[src/rtl/gol_pkg.sv]
// Shared types and constants for the 8x8 Game of Life controller.
package gol_pkg;

  localparam int GRID_N = 8;
  localparam int CELLS  = GRID_N * GRID_N;

  typedef logic [CELLS-1:0] grid_t;

  typedef enum logic [1:0] {
    ST_IDLE,
    ST_RUN,
    ST_PAUSE,
    ST_DONE
  } state_t;

  function automatic int cell_idx(input int r, input int c);
    return r * GRID_N + c;
  endfunction

endpackage

[src/rtl/gol_next.sv]
// Combinational B3/S23 next-generation logic for an 8x8 grid with dead borders.
module gol_next
  import gol_pkg::*;
(
  input  grid_t grid_i,
  output grid_t next_o
);

  // A ring of permanently dead cells removes every edge special case.
  localparam int PN = GRID_N + 2;

  logic [PN*PN-1:0] padded;

  always_comb begin
    padded = '0;
    for (int r = 0; r < GRID_N; r++) begin
      for (int c = 0; c < GRID_N; c++) begin
        padded[(r + 1) * PN + c + 1] = grid_i[cell_idx(r, c)];
      end
    end
  end

  genvar gi;
  for (gi = 0; gi < CELLS; gi++) begin : g_cell
    localparam int R = gi / GRID_N;
    localparam int C = gi % GRID_N;
    localparam int P = (R + 1) * PN + C + 1;

    logic [3:0] cnt;

    always_comb begin
      cnt = '0;
      for (int dr = -1; dr <= 1; dr++) begin
        for (int dc = -1; dc <= 1; dc++) begin
          if (dr != 0 || dc != 0) begin
            cnt = cnt + 4'(padded[P + dr * PN + dc]);
          end
        end
      end
    end

    assign next_o[gi] = (cnt == 4'd3) || ((cnt == 4'd2) && grid_i[gi]);
  end

endmodule

[src/rtl/gol_ctrl.sv]
// Game of Life run controller: seed load, tick-divided stepping, pause and
// termination on still life, extinction or generation limit.
module gol_ctrl
  import gol_pkg::*;
#(
  parameter int TICK_DIV = 4
) (
  input  logic        clk,
  input  logic        reset,
  input  logic        start,
  input  logic        pause,
  input  logic [63:0] seed,
  input  logic [7:0]  gen_limit,
  output logic [63:0] grid,
  output logic [7:0]  gen_count,
  output logic        busy,
  output logic        done,
  output logic        still,
  output logic        extinct
);

  localparam int TW = (TICK_DIV > 1) ? $clog2(TICK_DIV) : 1;
  localparam logic [TW-1:0] TICK_LAST = TW'(TICK_DIV - 1);

  state_t          state_q, state_d;
  grid_t           grid_q, grid_d;
  logic [7:0]      gen_q, gen_d;
  logic [TW-1:0]   tick_q, tick_d;
  logic            still_q, still_d;
  logic            extinct_q, extinct_d;

  grid_t           next_grid;
  logic [7:0]      gen_inc;

  gol_next u_next (
    .grid_i (grid_q),
    .next_o (next_grid)
  );

  assign gen_inc = gen_q + 8'd1;

  always_ff @(posedge clk or posedge reset) begin
    if (reset) begin
      state_q   <= ST_IDLE;
      grid_q    <= '0;
      gen_q     <= '0;
      tick_q    <= '0;
      still_q   <= 1'b0;
      extinct_q <= 1'b0;
    end else begin
      state_q   <= state_d;
      grid_q    <= grid_d;
      gen_q     <= gen_d;
      tick_q    <= tick_d;
      still_q   <= still_d;
      extinct_q <= extinct_d;
    end
  end

  always_comb begin
    state_d   = state_q;
    grid_d    = grid_q;
    gen_d     = gen_q;
    tick_d    = tick_q;
    still_d   = still_q;
    extinct_d = extinct_q;

    if (start) begin
      // Reload wins in every state, including a restart from RUN.
      state_d   = ST_RUN;
      grid_d    = seed;
      gen_d     = '0;
      tick_d    = '0;
      still_d   = 1'b0;
      extinct_d = 1'b0;
    end else begin
      unique case (state_q)
        ST_RUN: begin
          if (pause) begin
            state_d = ST_PAUSE;
          end else if (tick_q == TICK_LAST) begin
            tick_d = '0;
            // An empty grid is its own successor, so it lands in the still branch.
            if (next_grid == grid_q) begin
              still_d = 1'b1;
              state_d = ST_DONE;
            end else if (next_grid == '0) begin
              grid_d    = '0;
              gen_d     = gen_inc;
              extinct_d = 1'b1;
              state_d   = ST_DONE;
            end else begin
              grid_d = next_grid;
              gen_d  = gen_inc;
              if (gen_limit != 8'd0 && gen_inc == gen_limit) begin
                state_d = ST_DONE;
              end
            end
          end else begin
            tick_d = tick_q + TW'(1);
          end
        end
        ST_PAUSE: begin
          if (!pause) begin
            state_d = ST_RUN;
          end
        end
        default: begin
        end
      endcase
    end
  end

  always_comb begin
    busy      = (state_q == ST_RUN) || (state_q == ST_PAUSE);
    done      = (state_q == ST_DONE);
    grid      = grid_q;
    gen_count = gen_q;
    still     = still_q;
    extinct   = extinct_q;
  end

endmodule
[config.mk]
export PLATFORM = sky130hd
export DESIGN_NAME = gol_ctrl
export DESIGN_NICKNAME = d
export VERILOG_FILES = /design/src/rtl/gol_pkg.sv /design/src/rtl/gol_next.sv /design/src/rtl/gol_ctrl.sv
export SDC_FILE = /design/constraint.sdc
export NUM_CORES = 1
export LEC_CHECK = 0
export ABC_AREA = 1
export CELL_PAD_IN_SITES_DETAIL_PLACEMENT = 0
export CELL_PAD_IN_SITES_GLOBAL_PLACEMENT = 1
export CORE_UTILIZATION = 47
export DETAILED_ROUTE_END_ITERATION = 6
export PLACE_DENSITY = 0.95
export REMOVE_ABC_BUFFERS = 1
export SKIP_LAST_GASP = 1
export SYNTH_ARGS = -nofsm -noshare
export SYNTH_HDL_FRONTEND = slang
export SYNTH_SLANG_ARGS = --single-unit
[constraint.sdc]
create_clock -name clk -period 6.6 [get_ports clk]
set_input_delay 1.32 -clock clk [delete_from_list [all_inputs] [get_ports clk]]
set_output_delay 1.32 -clock clk [all_outputs]
set_load 0.03 [all_outputs]
==> results.toml <==
[floorplanning]
start_util_pct = 48.3
num_rows = 63
core_area_um2 = 30000
die_area_um2 = 31600
die_h_um = 178
die_w_um = 178
ios = 152

[placed_design]
gp_congestion = 0.970
hpwl_um = 36400
placed_cell_area_um2 = 16400
io_buffer_count = 151

[detailed_routing]
dr_total_vias = 13400
drt_wl_total_um = 45100
vias_per_cell = 5.34
wire_per_inst_um = 18.0
first_iter_violations = 1132
firstDrtPassIters = 6
drtAntennaViolNets = 0
drc = 0

[setup_path]
worstSetupStartpointType = "flop"
critPathRequiredTime_ns = 6.81
arrival_ns = 5.73
endpoint_kind = "flop"
crit_type = "flop to flop"
cp_max_fo = 43

[synth]
syn_area_um2 = 14500
ys_ff_latch = 78
async_flop_share_pct = 100
synthFlopType = "dfrtp_1"
synth_seq_area_share_pct = 13.4
syn_inst = 1975
synth_enable_flop_cells = 0
ys_warn_count = 0
avgSynthCellArea_um2 = 7.35
synth.distinct_cells = 37

[flow_run]
drv_cap = 0

[layout]
final_cell_mix = "nand2_1 (526), inv_1 (449), fa_1 (196), ha_1 (162), nor2_1 (158)"
fin_nets = 2545
nFillCells = 2906
mostFrequentLayoutCell = "nand2_1"
area_delta_synth_final_pct = 14.7
fin_area_um2 = 16700
drive_gt1_share_pct = 1.89
antenna_cells = 0
final_util_pct = 55.5

[clock_tree]
cts_tree = "yes"
cts_sinks = 78
cts_resized = 0
cts_setup_buffers = 0
numCtsBuffers = 9
htreeDepth = 3
clock_path_buffers = 2
clk_latency_ns = 0.36
cts.clk_slew.worst_paths_ns = 0.07
hold_buffers = 0
clockRootBuffer = "clkbuf_16"

[sta]
slew_headroom_pct = 36.7
tns_ns = 0
hold_violations = 0
post-route-period-util_pct = 83.6
final.min_clock_period_ns = 5.52
finalSetupViolations = 0
timing.final.max_slew_violations = 0
fmax_mhz = 181
worstMarginPinSlew_ns = 0.940
skew_ns = 0.00798
rsz0062_at_grt = "false"

[global_route]
grt_pass1_wl_um = 72100
grt_max_degree = 91
grt.total_usage_pct = 30.1
antenna_found_initial = 0
grt.overflow.total = 0
first_global_vias = 13200

[run_status]
status = "finished, final reports clean"

[hold_path]
min_path_type = "flop to flop"
## through the flow
stage	instances	hold slack (ns)	worst slack [ns]
after CTS	2504	0.499	1.04
after global placement	2490	0.477	1.14
after detailed placement	2490	0.492	1.06
after floorplan	1938	0.458	0.960
after global routing	2504	0.517	0.687
final	2504	0.497	1.08
## final timing paths
check	startpoint	endpoint	slack, ns	cells past startpoint
max in group asynchronous	reset	grid[27]	4.07	3
setup / recovery	grid[18]	gen_count[6]	1.08	23
hold / removal	tick_q[0]	tick_q[0]	0.50	1
setup reg to reg	grid[18]	gen_count[6]	1.08	23
hold reg to reg	tick_q[0]	tick_q[0]	0.50	1
min in group asynchronous	reset	gen_count[0]	1.41	2
## layout make-up
| type | count | area (um^2) | share of cell area [%] |
|---|---|---|---|
| Clock inverter | 4 | 50.0 | 0.300 |
| Inverter | 450 | 1690 | 10.1 |
| Sequential cell | 78 | 1950 | 11.7 |
| Tap cell | 390 | 488 | 2.93 |
| Clock buffer | 10 | 229 | 1.37 |
| Multi-Input combinational cell | 1410 | 10700 | 64.0 |
| Timing Repair Buffer | 162 | 1590 | 9.55 |
## kinds of logic (layout without fill, tap and decap cells)
group / count (synthesis) / count (layout) / synth area share (%)
simple gates: 888 / 888 / 25.8
buf+inv: 487 / 626 / 13.2
fa+ha+maj: 358 / 358 / 41.0
compound gates: 147 / 147 / 5.56
flops: 78 / 78 / 13.4
xor+xnor: 17 / 17 / 1.03
## flip-flops by register name, summed over array words and instances, names as in the netlist
| name | flops |
|---|---|
| extinct | 1 |
| state_q | 2 |
| tick_q | 2 |
| still | 1 |
| gen_count | 8 |
| grid | 64 |
## synth_stat cells, types with 2 or more instances
cell type	number	area (um^2)
o21bai_1	21	158
nand4_1	25	156
o21ai_0	105	526
buf_4	6	45.0
a21oi_1	10	50.1
nand3_1	130	651
buf_6	9	101
nor3b_2	3	37.5
dfrtp_1	78	1950
nor3_1	8	40.0
clkbuf_1	16	60.1
inv_1	450	1690
buf_1	5	18.8
fa_1	196	3920
o22ai_1	2	12.5
nor2_1	158	593
ha_1	162	2030
or2_2	4	25.0
xnor2_1	2	17.5
o21ai_1	3	15.0
o211ai_1	2	15.0
nand2_1	526	1970
nand3b_1	25	188
xor2_1	15	131
nand3_2	2	20.0
## critical path, stage by stage (launching register included)
cell and delay [ns]:
dfrtp_1 0.68, inv_1 0.32, fa_1 0.54, fa_1 0.49, inv_1 0.05, fa_1 0.38, inv_1 0.08, fa_1 0.41
inv_1 0.06, o21ai_0 0.07, nor2_1 0.14, nand2_1 0.23, nand2_1 0.12, nand2_1 0.09, nor2_1 0.24, nand2_1 0.09
nor2_1 0.10, nand3_1 0.08, nor2_2 0.14, nand3_2 0.09, buf_4 0.28, nand2_4 0.10, buf_4 0.44, o21ai_0 0.16
## per-layer routing
metal	up-vias	global-route usage [%]	routed length [um]	part of all wire, %
li1	6289	-	-	-
met4	0	10.8	1510	3.3
met5	-	0	0	0
met1	6497	41.7	19600	44
met3	82	3.51	3160	7.0
met2	491	48.5	20800	46
Power is not shown: default switching activity piles up to over one toggle a cycle in this logic, so the estimate is an artifact.
